File: src/rtl/issue_select.sv
// -----------------------------------------------------------------------------
// issue_select
//   Select stage of the backend scheduler. Each cycle, every functional unit
//   picks at most one ready row assigned to it, using round-robin arbitration.
//   A pick becomes a one-cycle registered grant. The same grant is returned to
//   the wakeup stage as a free request. Once the instruction's latency has
//   elapsed, the row's tag is broadcast on the dependency-matrix clear lines.
//   Every FU is non-pipelined, so it holds at most one operation in flight.
//
// Ports
//   clk             rising-edge clock
//   rst             asynchronous active-low reset
//   request_vector  per-row ready-to-issue request from the wakeup stage
//   row_fu          FU id of row r at [r*FU_W +: FU_W]
//   row_latency     execute latency of row r at [r*LAT_W +: LAT_W]
//   alloc_en/_row   dispatch (re)allocating a row; re-arms it for issue
//   flush           synchronous pipeline flush
//   grant_valid     FU f issues this cycle (one-cycle pulse)
//   grant_row       row issued to FU f at [f*ROW_W +: ROW_W]
//   free_en         free request to the wakeup stage (mirrors grant_valid)
//   free_row_index  row to free (mirrors grant_row)
//   clear_en        at least one clear line is active this cycle
//   clear_lines     bit f*NUM_ROWS+r: result of FU f, row r now available
//   fu_busy         FU f has an operation in flight
// -----------------------------------------------------------------------------
module issue_select #(
  parameter int NUM_ROWS = 8,
  parameter int NUM_FUS  = 4,
  parameter int LAT_W    = 8,
  localparam int ROW_W   = $clog2(NUM_ROWS),
  localparam int FU_W    = $clog2(NUM_FUS)
) (
  input  logic                        clk,
  input  logic                        rst,
  input  logic [NUM_ROWS-1:0]         request_vector,
  input  logic [NUM_ROWS*FU_W-1:0]    row_fu,
  input  logic [NUM_ROWS*LAT_W-1:0]   row_latency,
  input  logic                        alloc_en,
  input  logic [ROW_W-1:0]            alloc_row,
  input  logic                        flush,
  output logic [NUM_FUS-1:0]          grant_valid,
  output logic [NUM_FUS*ROW_W-1:0]    grant_row,
  output logic [NUM_FUS-1:0]          free_en,
  output logic [NUM_FUS*ROW_W-1:0]    free_row_index,
  output logic                        clear_en,
  output logic [NUM_ROWS*NUM_FUS-1:0] clear_lines,
  output logic [NUM_FUS-1:0]          fu_busy
);

  typedef enum logic {
    FU_IDLE = 1'b0,
    FU_BUSY = 1'b1
  } fu_state_e;

  // Sequential state
  fu_state_e                          fu_state_q [NUM_FUS];
  fu_state_e                          fu_state_d [NUM_FUS];
  logic [NUM_FUS-1:0][LAT_W-1:0]      cnt_q, cnt_d;
  logic [NUM_FUS-1:0][ROW_W-1:0]      rr_ptr_q, rr_ptr_d;
  logic [NUM_FUS-1:0][ROW_W-1:0]      tag_row_q, tag_row_d;
  logic [NUM_ROWS-1:0]                issued_mask_q, issued_mask_d;
  logic [NUM_FUS-1:0]                 grant_valid_q, grant_valid_d;
  logic [NUM_FUS*ROW_W-1:0]           grant_row_q, grant_row_d;
  logic                               clear_en_q, clear_en_d;
  logic [NUM_ROWS*NUM_FUS-1:0]        clear_lines_q, clear_lines_d;

  // Combinational selection
  logic [NUM_FUS-1:0]                 fu_ready_s;
  logic [NUM_FUS-1:0][NUM_ROWS-1:0]   elig_s;
  logic [NUM_FUS-1:0]                 sel_valid_s;
  logic [NUM_FUS-1:0][ROW_W-1:0]      sel_row_s;
  logic [NUM_FUS-1:0][LAT_W-1:0]      sel_lat_s;

  // Row eligibility per FU. An FU is ready again while its last cycle
  // (counter = 1) is in progress, which allows back-to-back issue.
  always_comb begin
    for (int f = 0; f < NUM_FUS; f++) begin
      fu_ready_s[f] = (cnt_q[f] <= LAT_W'(1));
      for (int r = 0; r < NUM_ROWS; r++) begin
        elig_s[f][r] = request_vector[r] & ~issued_mask_q[r] & ~flush & fu_ready_s[f]
                     & (row_fu[r*FU_W +: FU_W] == FU_W'(f));
      end
    end
  end

  // Round-robin pick. The scan runs from the farthest candidate down to rr_ptr,
  // so the candidate nearest rr_ptr (modulo NUM_ROWS) is the last one written.
  always_comb begin
    for (int f = 0; f < NUM_FUS; f++) begin
      sel_valid_s[f] = 1'b0;
      sel_row_s[f]   = '0;
      for (int k = NUM_ROWS - 1; k >= 0; k--) begin
        if (elig_s[f][ROW_W'(int'(rr_ptr_q[f]) + k)]) begin
          sel_valid_s[f] = 1'b1;
          sel_row_s[f]   = ROW_W'(int'(rr_ptr_q[f]) + k);
        end else begin
          sel_valid_s[f] = sel_valid_s[f];
        end
      end
      sel_lat_s[f] = row_latency[int'(sel_row_s[f])*LAT_W +: LAT_W];
    end
  end

  // Next-state logic: grants, per-FU countdown FSM, clear broadcast, issued mask.
  always_comb begin
    grant_valid_d = sel_valid_s;
    grant_row_d   = '0;
    clear_lines_d = '0;
    issued_mask_d = issued_mask_q;
    for (int f = 0; f < NUM_FUS; f++) begin
      grant_row_d[f*ROW_W +: ROW_W] = sel_row_s[f];
      rr_ptr_d[f]  = sel_valid_s[f] ? (sel_row_s[f] + ROW_W'(1)) : rr_ptr_q[f];
      tag_row_d[f] = sel_valid_s[f] ? sel_row_s[f] : tag_row_q[f];

      // The clear fires on the 1->0 step of the counter and uses the old tag.
      // A back-to-back grant reloads the tag on the same edge.
      clear_lines_d[f*NUM_ROWS + int'(tag_row_q[f])] = ~flush & (cnt_q[f] == LAT_W'(1));

      issued_mask_d[sel_row_s[f]] = issued_mask_d[sel_row_s[f]] | sel_valid_s[f];

      if (flush) begin
        cnt_d[f] = '0;
      end else if (sel_valid_s[f]) begin
        // A latency of zero is treated as one cycle.
        cnt_d[f] = (sel_lat_s[f] == '0) ? LAT_W'(1) : sel_lat_s[f];
      end else begin
        case (fu_state_q[f])
          FU_BUSY: cnt_d[f] = cnt_q[f] - LAT_W'(1);
          FU_IDLE: cnt_d[f] = '0;
          default: cnt_d[f] = '0;
        endcase
      end
      fu_state_d[f] = (cnt_d[f] != '0) ? FU_BUSY : FU_IDLE;
    end
    // Allocation is applied after the grant, so it wins on the same row.
    issued_mask_d[alloc_row] = issued_mask_d[alloc_row] & ~alloc_en;
    issued_mask_d = flush ? '0 : issued_mask_d;
    clear_en_d    = |clear_lines_d;
  end

  // State and output registers. rr_ptr survives flush because it is only
  // written on a grant, and flush suppresses all grants.
  always_ff @(posedge clk or negedge rst) begin
    if (!rst) begin
      for (int f = 0; f < NUM_FUS; f++) begin
        fu_state_q[f] <= FU_IDLE;
      end
      cnt_q         <= '0;
      rr_ptr_q      <= '0;
      tag_row_q     <= '0;
      issued_mask_q <= '0;
      grant_valid_q <= '0;
      grant_row_q   <= '0;
      clear_en_q    <= 1'b0;
      clear_lines_q <= '0;
    end else begin
      for (int f = 0; f < NUM_FUS; f++) begin
        fu_state_q[f] <= fu_state_d[f];
      end
      cnt_q         <= cnt_d;
      rr_ptr_q      <= rr_ptr_d;
      tag_row_q     <= tag_row_d;
      issued_mask_q <= issued_mask_d;
      grant_valid_q <= grant_valid_d;
      grant_row_q   <= grant_row_d;
      clear_en_q    <= clear_en_d;
      clear_lines_q <= clear_lines_d;
    end
  end

  // Busy flag decoded from the registered per-FU state.
  always_comb begin
    for (int f = 0; f < NUM_FUS; f++) begin
      fu_busy[f] = (fu_state_q[f] == FU_BUSY);
    end
  end

  assign grant_valid    = grant_valid_q;
  assign grant_row      = grant_row_q;
  assign free_en        = grant_valid_q;
  assign free_row_index = grant_row_q;
  assign clear_en       = clear_en_q;
  assign clear_lines    = clear_lines_q;

endmodule
File: config.mk
export PLATFORM = sky130hd
export DESIGN_NAME = issue_select
export DESIGN_NICKNAME = d
export VERILOG_FILES = /design/src/rtl/issue_select.sv
export SDC_FILE = /design/constraint.sdc
export NUM_CORES = 1
export LEC_CHECK = 0
export ABC_CLOCK_PERIOD_IN_PS = 6000
export BUFFER_PORTS_ARGS = -buffer_cell sky130_fd_sc_hd__buf_2
export CAP_MARGIN = 20
export CORE_MARGIN = 4
export CORE_UTILIZATION = 25
export CTS_BUF_LIST = sky130_fd_sc_hd__clkbuf_16
export DETAILED_ROUTE_END_ITERATION = 6
export GPL_TIMING_DRIVEN = 0
export MAX_ROUTING_LAYER = met4
export PLACE_DENSITY = 0.51
export SYNTH_ARGS = -nofsm -noshare
export SYNTH_HDL_FRONTEND = slang
export SYNTH_SLANG_ARGS = --single-unit
File: constraint.sdc
create_clock -name clk -period 6 [get_ports clk]
set_clock_uncertainty 0.05 [all_clocks]
set_input_delay 0.6 -clock clk [delete_from_list [all_inputs] [get_ports clk]]
set_output_delay 0.6 -clock clk [all_outputs]
set_load 0.02 [all_outputs]
==> qor.yml, run 1 <==
p_leak_nw: 6.524
fin_ws_ns: 0.2910
synth-warning-count: 0
start_kind: "flip-flop"
cts.clk_slew.worst_paths_ns: 0.07
max_slew_margin: 0.2016
setup_violations: 0
yosysSeqAreaShare: 0.2216
area_delta_synth_final_pct: 19.08
synth_cell_types: 92
holdWs_ns: 0.005676
place_ws_ns: -1.030
netSwitchingFraction: 0.5609
seqPwrFrac: 0.142
intPower_w: 0.004180
hold_viol_final: 0
synthCells: 1686
synth.most_common_cell: "nand2_1"
slew_viol_final: 0
worstMarginPinSlew_ns: 1.187
worstSetupPathType: "flip-flop to flip-flop"
syn_nets: 1800
fin_crit_sh: 0.9515
path_max_fanout: 10
nets: 1989
crit_path_max_incr_delay_ns: 0.45
initial_core_util: 0.2549
grt_pass1_vias: 14610
worst-path-buf-inv: 6
crit_top_cell: "buf_2"
first_iter_violations: 1488
postCtsHoldBufs: 0
core_sq_um: 51820
htreeDepth: 4
arrival_ns: 6.05
wl_mm: 61.37
synth_top_area_frac: 0.2216
switching_power_w: 0.005340
cp.required_ns: 6.34
grt_antenna_before_repair: 3
grt_setup_unrepaired: "no"
avgSynthCellArea_sq_um: 7.835
crit_path_top_delay_cell: "dfrtp_1"
dpl.hpwl_mm: 49.40
row_count: 83
place.gp.congestion: 0.9935
ys.flop_type: "dfrtp_1"
period_minus_slack_ns: 5.709
status: "finished, final reports clean"
overflow: 0
critical_path_depth: 21
clk_path_buf_depth: 2
worstSkewPairLatency_ns: 0.47
pwr-share-clk: 0.120
clock-sinks: 117
setup_tns_ns: 0
wl_per_cell_um: 23.86
synth-edff-count: 0
worst-r2r-cell-count: 21
port_buffers: 163
die_area_sq_um: 56580
cts_made_buffers: 17
io_pins: 164
drive_above_1_share: 0.1880
vias: 15150
cp_top_family: "compound AO/OA/AOI/OAI gates"
power_frac_comb: 0.738
grt_max_degree: 82
endpoint_kind: "flip-flop"
cts_tree: "built"
grt_use_total: 0.2150
ir_drop_mv: 0.2911
synth_commonest_cells: "nand2_1 (177), nor2_1 (148), mux2i_1 (123)"
yosysTopAreaCell: "dfrtp_1"
antenna_left: 0
crit_chain: "clkbuf_4 -> clkinvlp_4 -> clkbuf_2 -> ha_1 -> buf_2 -> nor2_1 -> a32oi_4 -> o22ai_1 -> o31ai_4 -> mux2i_2 -> or2_2 -> o21ai_1 -> and2_1 -> buf_2 -> buf_6 -> mux2_2 -> o211ai_1 -> o21ai_0 -> nor4_1 -> o21a_1 -> nand4bb_1"
synth_async_sr_flop_share: 1.000
die_h_um: 237.9
synthTopCellsByArea: "dfrtp_1 (22%), mux2i_1 (9.3%), nand2_1 (5.0%)"
cts_root_buffer: "clkbuf_16"
powerDensity_nw_per_um2: 605.2
synth.cell_area_sq_um: 13210
viasPerCell: 5.890
dieWidth_um: 237.9
cap_viol_max_count: 0
drcViolationCount: 0
min_path_type: "input pin to asynchronous set/reset pin"
grt_pass1_wl_mm: 91.91
yosys_register_bits: 117
dr.pass1.iters: 6
fmax_mhz: 175.2
==> worst paths after layout <==
| check | end | startpoint | slack (ns) |
|---|---|---|---|
| worst max-delay path | fu_busy[2] | rr_ptr_q[6] | 0.29 |
| worst min-delay path | clear_lines[30] | rst | 0.006 |
| worst max register to register | fu_busy[2] | rr_ptr_q[6] | 0.29 |
| worst min register to register | tag_row_q[3] | tag_row_q[3] | 0.46 |
| max in group asynchronous | cnt_q[18] | rst | 5.16 |
| min in group clk | issued_mask_q[3] | alloc_row[1] | 0.34 |
==> what timing repair did <==
| action | in CTS | in global routing |
|---|---|---|
| buffers inserted | 0 | 6 |
| pin swaps | 0 | 2 |
| setup endpoints to repair | 19 | 9 |
| gates cloned | 0 | 0 |
| gates resized for setup | 10 | 28 |
==> final cells by class <==
type	instances	area [sq um]
fillers	5528	36090
plain buffers	119	586.8
multi-input cells	1392	9590
flip-flops and latches	117	2928
diodes	4	10.01
clock inverters	15	207.7
repair buffers	173	909.6
well taps	680	850.8
clock buffers	17	425.4
inverters	55	221.5
==> per-stage QoR <==
stage / cells / utilization / instance area (sq um) / power, W
6_report: 2572 / 0.3035 / 15730 / 0.009520
2_1_floorplan: 1686 / - / 13210 / 0.006048
3_3_place_gp: 2529 / 0.2871 / 14880 / 0.008130
4_1_cts: 2562 / 0.3007 / 15580 / 0.009374
5_1_grt: 2571 / 0.3035 / 15730 / 0.01011
3_5_place_dp: 2531 / 0.2878 / 14920 / 0.008179
==> cell families after synthesis <==
group	count (synthesis)	synth area share
AO/OA/AOI/OAI	463	0.2513
multiplexers	168	0.1443
XOR/XNOR	39	0.02586
buffers and inverters	177	0.05967
AND/OR/NAND/NOR	703	0.2792
flip-flops	117	0.2216
adder cells (fa/ha/maj)	19	0.01800
==> state kept, by name (all words and copies together) (netlist names) <==
name,count
cnt_q,32
clear_lines,32
fu_busy,4
clear_en,1
free_en,4
tag_row_q,12
rr_ptr_q,12
issued_mask_q,8
free_row_index,12
==> cells in the final DEF, fill, tap and decap left out, drive strengths merged, types with 12 or more instances in the layout <==
cell type  synthesis  layout
mux2i            123     123
a31oi             20      20
clkbuf            71      88
a221oi            26      26
xor2              22      22
nand4             37      37
nor2             148     148
inv               47      56
nor4              24      24
o22ai             24      24
ha                19      19
buf               51     221
a21oi             73      73
o21ai             80      80
nor3              72      72
nand2b            25      25
dfrtp            117     117
a32oi             21      21
nand3             66      66
nor2b             21      21
o211ai            13      13
and2              33      33
xnor2             17      17
a211oi            23      23
mux2              30      30
and3              12      12
o2111ai           13      13
nand2            177     177
mux4              15      15
a21o              13      13
o31ai             17      17
or3               18      18
a22oi             14      14
==> power groups by stage <==
| stage | clock [W] | sequential, W | combinational, W |
|---|---|---|---|
| after floorplan | 0 | 0.00135 | 0.00470 |
| after global placement | 0 | 0.00135 | 0.00678 |
| after detailed placement | 0 | 0.00136 | 0.00682 |
| after CTS | 0.00117 | 0.00135 | 0.00685 |
| after global routing | 0.00120 | 0.00139 | 0.00752 |
| final | 0.00115 | 0.00135 | 0.00702 |
==> metal layers <==
layer  share of wire  routed length (um)  up-vias  track usage
li1                -                   -     6834            -
met1            0.42               25680     7448       0.2773
met2            0.48               29430      744       0.3526
met3           0.068                4184      123      0.02450
met4           0.034                2071        0      0.07183
met5               0                   0        -            -
No activity file was read; power rests on OpenSTA's default activity.
==> run 2: changes to the inputs <==
- ABC_AREA: unset -> 1
==> run 2 against run 1 <==
  * Synthesized cell count rose by 16%
  * Global-route usage decreased by 1.2 points
  * Final cell count grew 7.1%
  * The flow now finishes with violations (DRC)
  * Worst setup slack better by 0.59 ns
  * Highest routed layer unchanged
  * Design area is 12% lower
  * Via count is 7.8% lower
  * First-iteration DRC count decreased by 8.7%
  * Routed wire length decreased by 18%
  * Non-clock buffer count shrank 60
  * Critical path depth increased by 7
  * Die area is 12% lower
==> qor.yml, run 2 <==
crit_path_max_incr_delay_ns: 0.85  # was 0.45 ns
status: "complete, but fails checks"  # was finished, final reports clean
dpl.hpwl_mm: 40.22  # was 49.40 mm
synth.cell_area_sq_um: 11570  # was 13,210 sq um
failed_checks: "DRC"
yosysSeqAreaShare: 0.2531  # was 0.2216
n_fill_cell: 5082  # was 5,528
dp_cells: 2719  # was 2,531
postCtsHoldBufs: 0  # unchanged
port_buffers: 163  # unchanged
grt_setup_unrepaired: "no"  # unchanged
nets: 2252  # was 1,989
max_slew_margin: 0.3335  # was 0.2016
synth_simple_gate_area_frac: 0.4206  # was 0.2792
core_sq_um: 45580  # was 51,820 sq um
cts_made_buffers: 17  # unchanged
cts_root_buffer: "clkbuf_16"  # unchanged
synth-xor-area-share: 0.01136  # was 0.02586
wl_mm: 50.27  # was 61.37 mm
cts_resized: 0  # was 10
synthMuxAreaShare: 0  # was 0.1443
avgSynthCellArea_sq_um: 5.918  # was 7.835 sq um
ys.flop_type: "dfrtp_1"  # unchanged
clk_path_buf_depth: 2  # unchanged
drcViolationCount: 4  # was 0
syn_nets: 2069  # was 1,800
row_count: 78  # was 83
period_minus_slack_ns: 5.123  # was 5.709 ns
path_max_fanout: 10  # unchanged
synth-warning-count: 0  # unchanged
crit_path_top_delay_cell: "nor4_1"  # was dfrtp_1
final_common_cell: "nand2_1"  # was buf_2
synth_commonest_cells: "nand2_1 (631), inv_1 (244), nand3_1 (180)"  # was nand2_1 (177), nor2_1 (148), mux2i_1 (123)
antenna_left: 0  # unchanged
grt_antenna_before_repair: 4  # was 3
synth_top_area_frac: 0.2531  # was 0.2216
place_ws_ns: 0.9944  # was -1.030 ns
drive_above_1_share: 0.1469  # was 0.1880
initial_core_util: 0.2539  # was 0.2549
cp.required_ns: 6.27  # was 6.34 ns
crit-reg2reg-launch: "rr_ptr_q[4]"  # was rr_ptr_q[6]
fin_crit_sh: 0.8538  # was 0.9515
placed_cell_area_sq_um: 13170  # was 14,920 sq um
place.gp.congestion: 1.008  # was 0.9935
die_area_sq_um: 49780  # was 56,580 sq um
cts.clk_slew.worst_paths_ns: 0.06  # was 0.07 ns
htreeDepth: 4  # unchanged
fmax_mhz: 195.2  # was 175.2 MHz
worst-r2r-cell-count: 28  # was 21
synth_cell_types: 57  # was 92
grt_use_total: 0.2034  # was 0.2150
post_cts_buffers: 0  # unchanged
start_kind: "flip-flop"  # unchanged
grt_max_degree: 79  # was 82
yosys_register_bits: 117  # unchanged
dieWidth_um: 223.1  # was 237.9 um
grt_pass1_wl_mm: 77.57  # was 91.91 mm
worstSetupPathType: "flip-flop to flip-flop"  # unchanged
area_delta_synth_final_pct: 19.35  # was 19.08%
synth.most_common_cell: "nand2_1"  # unchanged
viasPerCell: 5.070  # was 5.890
fin_area_sq_um: 13810  # was 15,730 sq um
endpoint_kind: "flip-flop"  # unchanged
synth-compound-area-share: 0.1747  # was 0.2513
setup_tns_ns: 0  # unchanged
die_h_um: 223.1  # was 237.9 um
synth_fa_ha_area_frac: 0.02055  # was 0.01800
crit_top_cell: "nand2_1"  # was buf_2
grt_pass1_vias: 13460  # was 14.61k
cap_viol_max_count: 0  # unchanged
fin_ws_ns: 0.8769  # was 0.2910 ns
hold_viol_final: 0  # unchanged
io_pins: 164  # unchanged
synth-edff-count: 0  # unchanged
yosysTopAreaCell: "dfrtp_1"  # unchanged
worstMarginPinSlew_ns: 0.9868  # was 1.187 ns
final_cell_mix: "nand2_1 (631), inv_1 (245), nand3_1 (180), buf_2 (179), nor2_1 (160)"  # was buf_2 (184), nand2_1 (177), nor2_1 (148), mux2i_1 (121), dfrtp_1 (117)
synthCells: 1955  # was 1,686
clock-sinks: 117  # unchanged
cts_tree: "built"  # unchanged
slew_viol_final: 0  # unchanged
synth_async_sr_flop_share: 1.000  # unchanged
overflow: 0  # unchanged
instances_no_fill: 2754  # was 2,572
dr.pass1.iters: 7  # was 6
synthTopCellsByArea: "dfrtp_1 (25%), nand2_1 (20%), inv_1 (7.9%)"  # was dfrtp_1 (22%), mux2i_1 (9.3%), nand2_1 (5.0%)
first_iter_violations: 1359  # was 1,488
min_path_type: "input pin to asynchronous set/reset pin"  # unchanged
wl_per_cell_um: 18.25  # was 23.86 um
vias: 13960  # was 15.15k
arrival_ns: 5.39  # was 6.05 ns
synth_top_family_by_area: "simple AND/OR/NAND/NOR gates"  # unchanged
setup_violations: 0  # unchanged
critPathLaunch: "rr_ptr_q[4]"  # was rr_ptr_q[6]
worstSkewPairLatency_ns: 0.43  # was 0.47 ns
==> run 2: cell count changes in the layout (fill, tap and decap cells not counted), moves of 32 or more <==
cell and delta:
clkbuf_1 -38, inv_1 +201, mux2i_1 -121, nand2_1 +454
nand3_1 +114, o21ai_0 +32, o22ai_1 +49
==> run 2: worst max-delay path: cells and delay by family (launching register included) <==
kind | cells | cell delay, ns
AO/OA/AOI/OAI | 1 | 0.16
adder cells (fa/ha/maj) | 1 | 0.39
buffers and inverters | 6 | 1.20
flip-flops | 1 | 0.38
AND/OR/NAND/NOR | 20 | 2.79
==> run 2: stage by stage <==
step	hold WS, ns	utilization
floorplan	0.2544	-
global placement	0.4348	0.2882
detailed placement	0.4442	0.2890
CTS	0.02145	0.3028
global route	0.03128	0.3030
finish	0.01513	0.3030
==> run 2: per-layer routing <==
metal / routed length (um) / vias to the layer above / track usage / part of all wire
li1: - / 6785 / - / -
met1: 22230 / 6494 / 0.2664 / 0.44
met2: 22750 / 600 / 0.3161 / 0.45
met3: 3811 / 85 / 0.04105 / 0.076
met4: 1479 / 0 / 0.06602 / 0.029
met5: 0 / - / - / 0
==> run 2: cell type report <==
| cell class | instances | area, sq um | area share |
|---|---|---|---|
| antenna | 3 | 7.507 | 0.0005437 |
| buffer | 68 | 370.4 | 0.02682 |
| clock buffer | 17 | 425.4 | 0.03081 |
| clock inverter | 15 | 205.2 | 0.01486 |
| inverter | 270 | 1016 | 0.07358 |
| multi-input combinational | 1500 | 7256 | 0.5255 |
| sequential | 117 | 2928 | 0.2120 |
| tap | 600 | 750.7 | 0.05437 |
| timing repair buffer | 164 | 849.6 | 0.06153 |
==> run 2: path summary, 6_finish.rpt <==
| kind | end | slack (ns) |
|---|---|---|
| worst max register to register | fu_busy[1] | 0.88 |
| min in group clk | clear_lines[9] | 0.45 |
| worst min register to register | clear_lines[9] | 0.45 |
| max in group asynchronous | cnt_q[31] | 5.13 |
| worst max-delay path | fu_busy[1] | 0.88 |
| worst min-delay path | clear_lines[2] | 0.02 |
==> run 2: cell families after synthesis <==
group,Yosys count
AOI/OAI and AO/OA,345
xor gates and xnor gates,15
adders and majority gates,19
buffers and inverters,338
DFF,117
and+or+nand+nor,1121
Power of run 2 is not shown: default switching activity piles up to over one toggle a cycle in this logic, so the estimate is an artifact.
==> run 3: changes to the inputs <==
- ABC_AREA: 1 -> unset
- RECOVER_POWER: unset -> 100
==> run 3 against run 2 <==
  * The flow finishes with violations (DRC, capacitance limit, slew limit)
  * Non-clock buffer count rose by 60
  * Global-route usage rose by 1.2 points
  * Die area rose by 14%
  * Utilization fell by 0.17 points
  * Routed wire length rose by 22%
  * First-iteration DRC count rose by 9.9%
  * Via count rose by 7.9%
  * Design area rose by 13%
  * Sequential share of layout area fell by 2.4 points
  * Critical path depth fell by 8
  * Highest routed layer unchanged
  * Hold slack improved by 0.33 ns
==> qor.yml, run 3 (synthesized netlist as in run 1, its figures left out) <==
status: "complete, but fails checks"  # unchanged
failed_checks: "DRC, capacitance limit, slew limit"  # was DRC
drive_above_1_share: 0.1483  # was 0.1469
final_cell_mix: "nand2_1 (177), nor2_1 (148), clkbuf_1 (136), mux2i_1 (121), dfrtp_1 (117)"  # was nand2_1 (631), inv_1 (245), nand3_1 (180), buf_2 (179), nor2_1 (160)
postCtsHoldBufs: 0  # unchanged
htreeDepth: 4  # unchanged
cap_viol_max_count: 2  # was 0
first_iter_violations: 1493  # was 1,359
crit-reg2reg-launch: "cnt_q[0]"  # was rr_ptr_q[4]
fin_crit_sh: 0.9699  # was 0.8538
min_to: "issued_mask_q[3]"
nets: 1989  # was 2,252
r2r-end: "fu_busy[0]"  # was fu_busy[1]
vias: 15060  # was 13.96k
endpoint_kind: "flip-flop"  # unchanged
min_from: "alloc_row[1]"
grt_pass1_wl_mm: 91.91  # was 77.57 mm
worstSetupPathType: "flip-flop to flip-flop"  # unchanged
antenna_left: 0  # unchanged
arrival_ns: 6.11  # was 5.39 ns
dpl.hpwl_mm: 49.40  # was 40.22 mm
cp.required_ns: 6.29  # was 6.27 ns
p_leak_nw: 6.235
setup_violations: 0  # unchanged
ir_drop_mv: 0.2965
cts_root_buffer: "clkbuf_16"  # unchanged
die_h_um: 237.9  # was 223.1 um
cts_tree: "built"  # unchanged
port_buffers: 163  # unchanged
grt_pass1_vias: 14610  # was 13.46k
clock-sinks: 117  # unchanged
overflow: 0  # unchanged
n_fill_cell: 5563  # was 5,082
path_max_fanout: 10  # unchanged
dieWidth_um: 237.9  # was 223.1 um
fin_ws_ns: 0.1807  # was 0.8769 ns
final_common_cell: "nand2_1"  # unchanged
min_path_type: "input pin to flip-flop"  # was input pin to asynchronous set/reset pin
core_sq_um: 51820  # was 45,580 sq um
seq_area_sq_um: 2928  # unchanged
grt_max_degree: 82  # was 79
period_minus_slack_ns: 5.819  # was 5.123 ns
r2r_slack_ns: 0.18  # was 0.88 ns
viasPerCell: 5.856  # was 5.070
worstSkewPairLatency_ns: 0.47  # was 0.43 ns
grt_antenna_before_repair: 3  # was 4
initial_core_util: 0.2549  # was 0.2539
cts_made_buffers: 17  # unchanged
wl_mm: 61.42  # was 50.27 mm
powerDensity_nw_per_um2: 608.2
dr.pass1.iters: 7  # unchanged
fmax_mhz: 171.8  # was 195.2 MHz
hold_depth: 2
area_delta_synth_final_pct: 18.17  # was 19.35%
drcViolationCount: 1  # was 4
grt_setup_unrepaired: "no"  # unchanged
hold_viol_final: 0  # unchanged
io_pins: 164  # unchanged
utilization: 0.3012  # was 0.3030
worst-r2r-cell-count: 20  # was 28
multi_input_area_sq_um: 9590  # was 7256 sq um
start_kind: "flip-flop"  # unchanged
cts.clk_slew.worst_paths_ns: 0.08  # was 0.06 ns
slew_viol_final: 120  # was 0
place.gp.congestion: 0.9935  # was 1.008
row_count: 83  # was 78
die_area_sq_um: 56580  # was 49,780 sq um
place_ws_ns: -1.030  # was 0.9944 ns
grt_use_total: 0.2150  # was 0.2034
worstMarginPinSlew_ns: 2.326  # was 0.9868 ns
wl_per_cell_um: 23.88  # was 18.25 um
clk_path_buf_depth: 2  # unchanged
max_slew_margin: -0.5504  # was 0.3335
==> run 3: worst max-delay path by stage <==
stage	startpoint	to	slack (ns)	cells past startpoint
3_3_place_gp	rr_ptr_q[6]	fu_busy[2]	-1.05	21
6_report	cnt_q[0]	fu_busy[0]	0.18	20
4_1_cts	rr_ptr_q[10]	fu_busy[3]	0.01	17
2_1_floorplan	rr_ptr_q[6]	fu_busy[2]	1.04	21
3_5_place_dp	rr_ptr_q[6]	fu_busy[2]	-1.03	21
5_1_grt	rr_ptr_q[6]	fu_busy[2]	0.008	21
==> run 3: stage by stage <==
step	instance area (sq um)	cells	TNS (ns)	power (W)	hold WS, ns
after global placement	14880	2529	-7.566	0.008130	0.4353
after detailed placement	14920	2531	-6.844	0.008179	0.4341
final	15610	2572	0	0.009493	0.3403
after CTS	15580	2562	0	0.009374	0.007080
after floorplan	13210	1686	0	0.006048	0.2544
after global routing	15610	2571	0	0.01008	0.3547
==> run 3: critical path: stages, from the launching register on <==
cell	delay, ns
dfrtp_1	0.38
inv_1	0.07
ha_1	0.23
or2_2	0.36
clkbuf_1	0.22
nand3_1	0.22
clkbuf_1	0.42
nor3_1	0.15
o31ai_1	0.47
a31oi_1	0.14
o21ai_0	0.47
buf_6	0.25
buf_6	0.18
buf_4	0.23
buf_2	0.29
mux2i_1	0.23
mux2i_1	0.08
mux2i_1	0.35
o21ai_0	0.18
or3_1	0.38
or3_1	0.32
==> run 3: metal layers <==
metal	wire length (um)	global-route usage
met2	29540	0.3526
met4	1977	0.07183
met3	3964	0.02450
met1	25940	0.2773
met5	0	-
==> run 3: repair_timing <==
action | CTS | global route
endpoints found under the hold margin | 0 | 0
buffers inserted | 0 | 6
gates resized for setup | 10 | 28
endpoints found under the setup margin | 19 | 9
pin swaps | 0 | 2
==> run 3: area by class of cell <==
class | instances | area share
diodes | 4 | 0.0006412
plain buffers | 119 | 0.03743
inverters | 55 | 0.01419
flip-flops and latches | 117 | 0.1876
multi-input cells | 1392 | 0.6144
well taps | 680 | 0.05450
clock inverters | 15 | 0.01331
clock buffers | 17 | 0.02725
repair buffers | 173 | 0.05074
==> run 3: report_power, final <==
part	leakage (nW)	switching, W	internal, W
registers	1.50	0.000286	0.00107
clock network	0.313	0.000478	0.000674
logic	4.43	0.00459	0.00240
